### config.mk
export PLATFORM = sky130hd
export DESIGN_NAME = apb_slave_regbank
export DESIGN_NICKNAME = d
export VERILOG_FILES = /design/src/rtl/apb_pkg.sv /design/src/rtl/apb_slave_wait_ctr.sv /design/src/rtl/apb_slave_regbank.sv
export SDC_FILE = /design/constraint.sdc
export NUM_CORES = 1
export LEC_CHECK = 0
export BUFFER_PORTS_ARGS = -buffer_cell sky130_fd_sc_hd__clkbuf_2
export CAP_MARGIN = 25
export CORE_ASPECT_RATIO = 0.5
export CORE_MARGIN = 10
export CORE_UTILIZATION = 35
export CTS_BUF_LIST = sky130_fd_sc_hd__clkbuf_4 sky130_fd_sc_hd__clkbuf_8
export DETAILED_ROUTE_END_ITERATION = 8
export GPL_TIMING_DRIVEN = 0
export HOLD_SLACK_MARGIN = 0.15
export PLACE_DENSITY = 0.49
export RECOVER_POWER = 100
export REMOVE_ABC_BUFFERS = 1
export SYNTH_ARGS = -nofsm -noshare
export SYNTH_HDL_FRONTEND = slang
export SYNTH_SLANG_ARGS = --single-unit
### constraint.sdc
create_clock -name PCLK_i -period 7.3 [get_ports PCLK_i]
set_clock_uncertainty 0.1 [all_clocks]
set_input_delay 0.73 -clock PCLK_i [delete_from_list [all_inputs] [get_ports PCLK_i]]
set_output_delay 0.73 -clock PCLK_i [all_outputs]
set_load 0.05 [all_outputs]
### src/rtl/apb_pkg.sv
// Shared APB definitions for the master and its completers: FSM state codes,
// master PMODE request codes and default bus widths.
package apb_pkg;

  localparam int unsigned APB_ADDR_WIDTH = 8;
  localparam int unsigned APB_DATA_WIDTH = 8;
  localparam int unsigned APB_PSEL_WIDTH = 2;
  localparam int unsigned WAIT_CTR_WIDTH = 4;

  // SETUP is only visited by the master; completers go IDLE -> ACCESS directly.
  typedef enum logic [1:0] {
    ST_IDLE   = 2'b00,
    ST_SETUP  = 2'b01,
    ST_ACCESS = 2'b10
  } apb_state_e;

  typedef enum logic [1:0] {
    PMODE_NOP   = 2'b00,
    PMODE_READ  = 2'b10,
    PMODE_WRITE = 2'b11
  } apb_pmode_e;

  function automatic logic pmode_is_write(apb_pmode_e mode);
    return mode == PMODE_WRITE;
  endfunction

endpackage

### src/rtl/apb_slave_wait_ctr.sv
// Loadable down-counter that paces wait states; holds at zero rather than wrapping.
module apb_slave_wait_ctr
  import apb_pkg::*;
(
  input  logic                      PCLK_i,
  input  logic                      PRESET_i,
  input  logic                      load,
  input  logic [WAIT_CTR_WIDTH-1:0] load_value,
  input  logic                      enable,
  output logic                      zero
);

  logic [WAIT_CTR_WIDTH-1:0] count_reg;

  always_ff @(posedge PCLK_i or posedge PRESET_i) begin
    if (PRESET_i) begin
      count_reg <= '0;
    end else if (load) begin
      count_reg <= load_value;
    end else if (enable && (count_reg != '0)) begin
      count_reg <= count_reg - 1'b1;
    end
  end

  assign zero = (count_reg == '0);

endmodule

### src/rtl/apb_slave_regbank.sv
// APB completer serving NUM_REGS-1 RW registers plus a read-only count of OKAY transfers
// in the last slot; fixed wait states via PREADY_o, bad accesses answered with PSLVERR_o.
module apb_slave_regbank
  import apb_pkg::*;
#(
  parameter int unsigned ADDR_WIDTH  = APB_ADDR_WIDTH,
  parameter int unsigned DATA_WIDTH  = APB_DATA_WIDTH,
  parameter int unsigned PSEL_WIDTH  = APB_PSEL_WIDTH,
  parameter int unsigned PSEL_INDEX  = 0,
  parameter int unsigned NUM_REGS    = 16,
  parameter int unsigned WAIT_CYCLES = 1
) (
  input  logic                  PCLK_i,
  input  logic                  PRESET_i,
  input  logic [PSEL_WIDTH-1:0] PSEL_i,
  input  logic                  PENABLE_i,
  input  logic                  PWRITE_i,
  input  logic [ADDR_WIDTH-1:0] PADDR_i,
  input  logic [DATA_WIDTH-1:0] PWDATA_i,
  output logic [DATA_WIDTH-1:0] PRDATA_o,
  output logic                  PREADY_o,
  output logic                  PSLVERR_o,
  output logic [DATA_WIDTH-1:0] REG0_o
);

  localparam int unsigned             CNT_IDX    = NUM_REGS - 1;
  localparam logic [ADDR_WIDTH-1:0]   CNT_ADDR   = ADDR_WIDTH'(CNT_IDX);
  localparam logic [ADDR_WIDTH:0]     NUM_REGS_W = (ADDR_WIDTH + 1)'(NUM_REGS);

  apb_state_e            state_reg, state_next;
  logic                  sel, setup;
  logic                  write_reg;
  logic [ADDR_WIDTH-1:0] addr_reg;
  logic [DATA_WIDTH-1:0] wdata_reg;
  logic [DATA_WIDTH-1:0] regs_reg [CNT_IDX];
  logic [DATA_WIDTH-1:0] xfer_cnt_reg;
  logic [DATA_WIDTH-1:0] rd_value;
  logic [CNT_IDX-1:0]    wr_en;
  logic                  ctr_load, ctr_en, wait_zero;
  logic                  complete, err, okay;

  assign sel   = PSEL_i[PSEL_INDEX];
  assign setup = sel && !PENABLE_i;

  // Errors are judged on the latched request so mid-ACCESS bus changes cannot alter them.
  assign err      = ({1'b0, addr_reg} >= NUM_REGS_W) || (write_reg && (addr_reg == CNT_ADDR));
  assign complete = (state_reg == ST_ACCESS) && sel && wait_zero;
  assign okay     = complete && !err;

  apb_slave_wait_ctr u_wait_ctr (
    .PCLK_i    (PCLK_i),
    .PRESET_i  (PRESET_i),
    .load      (ctr_load),
    .load_value(WAIT_CTR_WIDTH'(WAIT_CYCLES)),
    .enable    (ctr_en),
    .zero      (wait_zero)
  );

  always_ff @(posedge PCLK_i or posedge PRESET_i) begin
    if (PRESET_i) begin
      state_reg <= ST_IDLE;
    end else begin
      state_reg <= state_next;
    end
  end

  always_comb begin
    state_next = state_reg;
    case (state_reg)
      ST_IDLE:   if (setup) state_next = ST_ACCESS;
      ST_ACCESS: if (!sel || wait_zero) state_next = ST_IDLE;
      default:   state_next = ST_IDLE;
    endcase
  end

  always_comb begin
    ctr_load  = 1'b0;
    ctr_en    = 1'b0;
    PREADY_o  = 1'b0;
    PSLVERR_o = 1'b0;
    PRDATA_o  = '0;
    case (state_reg)
      ST_IDLE: ctr_load = setup;
      ST_ACCESS: begin
        if (sel) begin
          ctr_en = PENABLE_i;
          if (wait_zero) begin
            PREADY_o  = 1'b1;
            PSLVERR_o = err;
            if (!write_reg && !err) PRDATA_o = rd_value;
          end
        end
      end
      default: ;
    endcase
  end

  always_ff @(posedge PCLK_i or posedge PRESET_i) begin
    if (PRESET_i) begin
      write_reg <= 1'b0;
      addr_reg  <= '0;
      wdata_reg <= '0;
    end else if ((state_reg == ST_IDLE) && setup) begin
      write_reg <= PWRITE_i;
      addr_reg  <= PADDR_i;
      wdata_reg <= PWDATA_i;
    end
  end

  for (genvar gi = 0; gi < int'(CNT_IDX); gi++) begin : g_wr_dec
    assign wr_en[gi] = okay && write_reg && (addr_reg == ADDR_WIDTH'(gi));
  end

  always_ff @(posedge PCLK_i or posedge PRESET_i) begin
    if (PRESET_i) begin
      for (int i = 0; i < int'(CNT_IDX); i++) regs_reg[i] <= '0;
    end else begin
      for (int i = 0; i < int'(CNT_IDX); i++) begin
        if (wr_en[i]) regs_reg[i] <= wdata_reg;
      end
    end
  end

  // The counter slot falls out as the default when no RW register matches.
  always_comb begin
    rd_value = xfer_cnt_reg;
    for (int i = 0; i < int'(CNT_IDX); i++) begin
      if (addr_reg == ADDR_WIDTH'(i)) rd_value = regs_reg[i];
    end
  end

  always_ff @(posedge PCLK_i or posedge PRESET_i) begin
    if (PRESET_i) begin
      xfer_cnt_reg <= '0;
    end else if (okay) begin
      xfer_cnt_reg <= xfer_cnt_reg + 1'b1;
    end
  end

  assign REG0_o = regs_reg[0];

endmodule

After elaboration in Yosys (flattened, before gate mapping)

Cells that the tools add are included.

Add/sub/neg operators: 2
Multiply operators: 0
Div/mod/pow operators: 0
$lt $le $gt $ge: 1
Eq/ne operators: 18
Shifts and indexed selects: 0
Mux-type cells: 33
Bitwise gates (word level): 0
Reduce and logical (&&, ||, !) cells: 36

Operators with widths:

| cell                                                              | number |
|---|---|
| 2-to-1 mux 8 bit                                                  | 19 |
| equality test 8 x 4 -> 1 bit, second input constant               | 8 |
| equality test 8 x 3 -> 1 bit, second input constant               | 4 |
| logical AND 1 bit                                                 | 24 |
| equality test 8 x 2 -> 1 bit, second input constant               | 2 |
| 2-to-1 mux 1 bit                                                  | 9 |
| adder 8 x 1 -> 8 bit, second input constant                       | 1 |
| equality test 8 x 1 -> 1 bit, second input constant               | 1 |
| greater-or-equal comparator 8 x 5 -> 1 bit, second input constant | 1 |
| zero test 8 bit                                                   | 1 |
| 2-to-1 mux 4 bit                                                  | 2 |
| zero test 1 bit                                                   | 4 |
| zero test 4 bit                                                   | 1 |
| 2-to-1 mux 2 bit                                                  | 2 |
| one-hot mux 2 bit (2 select lines)                                | 1 |
| nonzero test 4 bit                                                | 1 |
| subtractor 4 x 1 -> 4 bit, second input constant                  | 1 |
| equality test 2 bit, second input constant                        | 1 |
| zero test 2 bit                                                   | 1 |
| logical OR 1 bit                                                  | 2 |
| inequality test 2 x 1 -> 1 bit, second input constant             | 1 |
| inequality test 2 bit, second input constant                      | 1 |
| AND reduction 2 bit                                               | 1 |
| nonzero test 2 bit                                                | 1 |

Bits in registers: 151
Bits in latches: 0
RAM bits: 0
Bits in read-only memories: 0
Logic and storage cells: 111
Memories: 0

Depth between registers and ports, before layout

Depth after elaboration: 20
Gate-level depth with buffers: 9

Modules after synthesis

From an unflattened synthesis, not the netlist that was laid out.

Cell total of the unflattened synthesis: 644
Area total of the unflattened synthesis: 7522.2 um2

By module, submodules not included:

| module             | times used | cells an instance | area each (um2) | seq. area each (um2) |
|---|---|---|---|---|
| apb_slave_regbank  | 1          | 616               | 7260.7          | 3653.5 |
| apb_slave_wait_ctr | 1          | 28                | 261.5           | 100.1 |

Least setup slack after synthesis

Ideal clock, no wire load.

Path type: register to output
Start point: register u_wait_ctr.count_reg[0]
End point: output port PRDATA_o[0]
Arrival time: 3.077 ns
Data required time: 6.470 ns
Slack: 3.393 ns
Cell stages (with the launch flop): 9
Buffers on the path: 1
Cells stage by stage: dfrtp_1 > inv_1 > ha_1 > or3b_1 > buf_2 > nor4_4 > a21boi_2 > o221ai_1 > o32ai_1

Longest elaborated chain between the ends: 4

RTL lines:

| element                | line                     | text |
|---|---|---|
| from (decl)            | apb_slave_wait_ctr.sv:13 | `logic [WAIT_CTR_WIDTH-1:0] count_reg;` |
| from (signal assigned) | apb_slave_wait_ctr.sv:19 | `count_reg <= load_value;` |
| from (signal assigned) | apb_slave_wait_ctr.sv:21 | `count_reg <= count_reg - 1'b1;` |
| zero test 4 bit        | apb_slave_wait_ctr.sv:25 | `assign zero = (count_reg == '0);` |
| 2-to-1 mux 8 bit       | apb_slave_regbank.sv:87  | `if (wait_zero) begin` |
| 2-to-1 mux 8 bit       | apb_slave_regbank.sv:85  | `if (sel) begin` |
| 2-to-1 mux 8 bit       | apb_slave_regbank.sv:82  | `case (state_reg)` |
| to (decl)              | apb_slave_regbank.sv:20  | `output logic [DATA_WIDTH-1:0] PRDATA_o,` |

Every way passes these cells.

Worst setup path after layout

Start point: register addr_reg[0]
End point: output port PRDATA_o[3]

Longest elaborated chain between the ends: 20
Elaborated cells between the ends (all ways): 40
Classes of those cells: 1 x order compare; 15 x eq/ne; 19 x mux; 5 x reduce/logical

RTL lines:

| element                        | line                     | text |
|---|---|---|
| from (decl)                    | apb_slave_regbank.sv:33  | `logic [ADDR_WIDTH-1:0] addr_reg;` |
| from (signal assigned)         | apb_slave_regbank.sv:105 | `addr_reg <= PADDR_i;` |
| zero test 8 bit                | apb_slave_regbank.sv:128 | `if (addr_reg == ADDR_WIDTH'(i)) rd_value = regs_reg[i];` |
| 2-to-1 mux 8 bit (15 in a row) | apb_slave_regbank.sv:128 |  |
| 2-to-1 mux 8 bit (*)           | apb_slave_regbank.sv:90  | `if (!write_reg && !err) PRDATA_o = rd_value;` |
| 2-to-1 mux 8 bit (*)           | apb_slave_regbank.sv:87  |  |
| 2-to-1 mux 8 bit (*)           | apb_slave_regbank.sv:85  |  |
| 2-to-1 mux 8 bit (*)           | apb_slave_regbank.sv:82  |  |

Every way passes the cells marked *; elsewhere a longest branch is shown, timed or not.

==> impl_metrics.env <==
export IMPL_start_util=0.3604
export IMPL_layout_commonest_cell="dfrtp_1"
export IMPL_post_drt_wl_per_cell_um=22.76
export IMPL_clk_pin_slew_worst_paths_ns=0.09
export IMPL_antenna_found_initial=1
export IMPL_grt_usage=0.1505
export IMPL_h_tree_depth=4
export IMPL_cts_made_buffers=17
export IMPL_slew_headroom=-1.651
export IMPL_hold_path_class="input port to flop"
export IMPL_die_h_um=123.6
export IMPL_yosysSeqAreaShare=0.5000
export IMPL_slowest_stage="dfrtp_1"
export IMPL_cts_setup_buffers=0
export IMPL_holdBufCountCts=0
export IMPL_dp_hpwl_mm=13.57
export IMPL_avgSynthCellArea_um2=12.35
export IMPL_worstMarginPinSlew_ns=3.954
export IMPL_rows=37
export IMPL_setup_viol=0
export IMPL_antenna_left=0
export IMPL_antenna_cells=0
export IMPL_drc_errors=0
export IMPL_maxCapViolations=2
export IMPL_synthFlopType="dfrtp_1"
export IMPL_synth_top_area_cell="dfrtp_1"
export IMPL_synth_warnings=0
export IMPL_setup_tns_ns=0
export IMPL_rsz0062_at_grt="false"
export IMPL_grt_max_degree=88
export IMPL_vias=5042
export IMPL_ys_ff_latch=150
export IMPL_grt_overflow=0
export IMPL_syn_inst=608
export IMPL_required_ns=6.47
export IMPL_power_internal_mw=1.343
export IMPL_leakagePower_nw=3.673
export IMPL_crit_arrival_ns=4.88
export IMPL_drive_above_1_share=0.3360
export IMPL_drt_first_iter_violations=343
export IMPL_startpoint_type="flop"
export IMPL_p_total_mw=1.972
export IMPL_cpMostUsedCell="a2bb2oi_1"
export IMPL_largest_reg_flops=112
export IMPL_crit_path_end_kind="output pin"
export IMPL_syn_to_final_growth_pct=9.167
export IMPL_p_sw_mw=0.6295
export IMPL_post_route_min_period_ns=5.710
export IMPL_ir_drop_mv=0.1134
export IMPL_ys_types=64
export IMPL_synth_top_area_share=0.5000
export IMPL_path_cells="clkinv_1, a22oi_1, a2bb2oi_1, a2bb2oi_1, o32ai_1, clkbuf_1"
export IMPL_power_share_switching=0.3192
export IMPL_p_comb_frac=0.128
export IMPL_layout_common_cells="dfrtp_1, mux2_2, nand2_1, nor2_1, clkbuf_2"
export IMPL_status="finished, violations left"
export IMPL_final_nets=646
export IMPL_gp_congestion=0.8272
export IMPL_async_flop_share=1.000
export IMPL_die_w_um=227.1
export IMPL_violations="max-capacitance violations, max-slew violations"
export IMPL_cts_sinks=150
export IMPL_syn_area_mm2=0.007507
export IMPL_whs_ns=0.3665
export IMPL_fmax_mhz=175.1
export IMPL_io_buffers=38
export IMPL_core_region_area_mm2=0.02083
export IMPL_synth_area_leaders="dfrtp_1, mux2_2, clkbuf_1"
export IMPL_root_buffer="clkbuf_8"
export IMPL_clk_latency_ns=0.47
export IMPL_seq_power_share=0.494
export IMPL_finalWirelength_mm=20.64
export IMPL_routed_via_density=5.559
export IMPL_synth_enable_flop_cells=0
export IMPL_finalCritPeriodShare=0.7822
export IMPL_path_max_fanout=47
export IMPL_clock_path_buffers=2
export IMPL_clkPwrFrac=0.377
export IMPL_cts_tree="done"
export IMPL_drtPass1Iterations=5
export IMPL_max_stage_delay_ns=1.51
export IMPL_worst_setup_path_type="flop to output pin"
export IMPL_dieArea_mm2=0.02806
export IMPL_powerDensity_mw_per_mm2=240.7
export IMPL_grt_pass1_vias=5063
export IMPL_io_pins=40
export IMPL_cts_resized=0
export IMPL_grt_pass1_wl_mm=31.67
export IMPL_drv_slew=135
export IMPL_hold_viol_final=0
[power by group through the flow]
stage	sequential [mW]	combinational [mW]	clock (mW)
5_1_grt	0.987	0.274	0.797
4_1_cts	0.979	0.259	0.761
2_1_floorplan	0.942	0.167	0
3_5_place_dp	0.996	0.257	0
6_report	0.975	0.253	0.744
3_3_place_gp	1.01	0.237	0
[critical path: cells and delay by family, from the launching register on]
kind            cells  cell delay [ns]
compound gates      4             1.41
buf+inv             2             1.48
flops               1             1.51
[Yosys cell counts, types with 5 or more instances]
cell type / n
dfrtp_1: 150
nand2_1: 23
inv_1: 7
o221ai_1: 9
o211ai_1: 6
a22oi_1: 10
nor2_4: 7
a2bb2oi_1: 8
o21ai_0: 17
clkbuf_1: 32
nor2b_1: 10
xnor2_1: 7
a221oi_1: 6
nand3_1: 6
buf_4: 10
nor2_1: 13
or3_1: 7
a21oi_1: 11
mux2i_1: 8
nor3_1: 5
nand2b_1: 9
a211oi_1: 8
mux2_2: 146
[area by class of cell]
class / count / area (um2)
Fill cell: 2070 / 12640
Sequential cell: 150 / 3754
Multi-Input combinational cell: 399 / 3367
Tap cell: 273 / 341.6
Clock buffer: 19 / 255.2
Timing Repair Buffer: 45 / 252.7
Clock inverter: 13 / 193.9
Inverter: 8 / 31.28
[path summary, 6_finish.rpt]
path,startpoint,end,slack [ns],cells after the start
worst max-delay path,addr_reg[0],PRDATA_o[3],1.59,6
worst min-delay path,PADDR_i[0],addr_reg[0],0.37,3
worst max register to register,addr_reg[4],regs_reg[44],2.96,5
worst min register to register,xfer_cnt_reg[7],xfer_cnt_reg[7],0.39,1
max in group asynchronous,PRESET_i,regs_reg[48],4.00,2
min in group asynchronous,PRESET_i,REG0_o[6],1.33,2
[per-layer routing]
layer	part of all wire	vias up	GRT usage
met3	0.031	22	0.02671
li1	-	2281	-
met2	0.45	83	0.2298
met5	0	-	0
met1	0.51	2656	0.2148
met4	0.012	0	0.04261
[logic make-up (layout without fill, tap and decap cells)]
| kind of cell | Yosys count | in the layout | synth area share |
|---|---|---|---|
| buf+inv | 59 | 85 | 0.03617 |
| simple gates | 120 | 120 | 0.1012 |
| xor+xnor | 11 | 11 | 0.01283 |
| compound gates | 110 | 110 | 0.1122 |
| mux | 155 | 155 | 0.2327 |
| flops | 150 | 150 | 0.5000 |
| fa+ha+maj | 3 | 3 | 0.005001 |
[per-stage QoR]
step                setup slack (ns)  cells    util  area (um2)
floorplan                      2.434    557       -        7266
global placement              0.4519    868  0.3743        7797
detailed placement             2.983    872  0.3783        7880
CTS                            2.479    904  0.3998        8329
global route                   1.182    907  0.3934        8195
finish                         1.590    907  0.3934        8195
(Power assumes the default switching activity.)
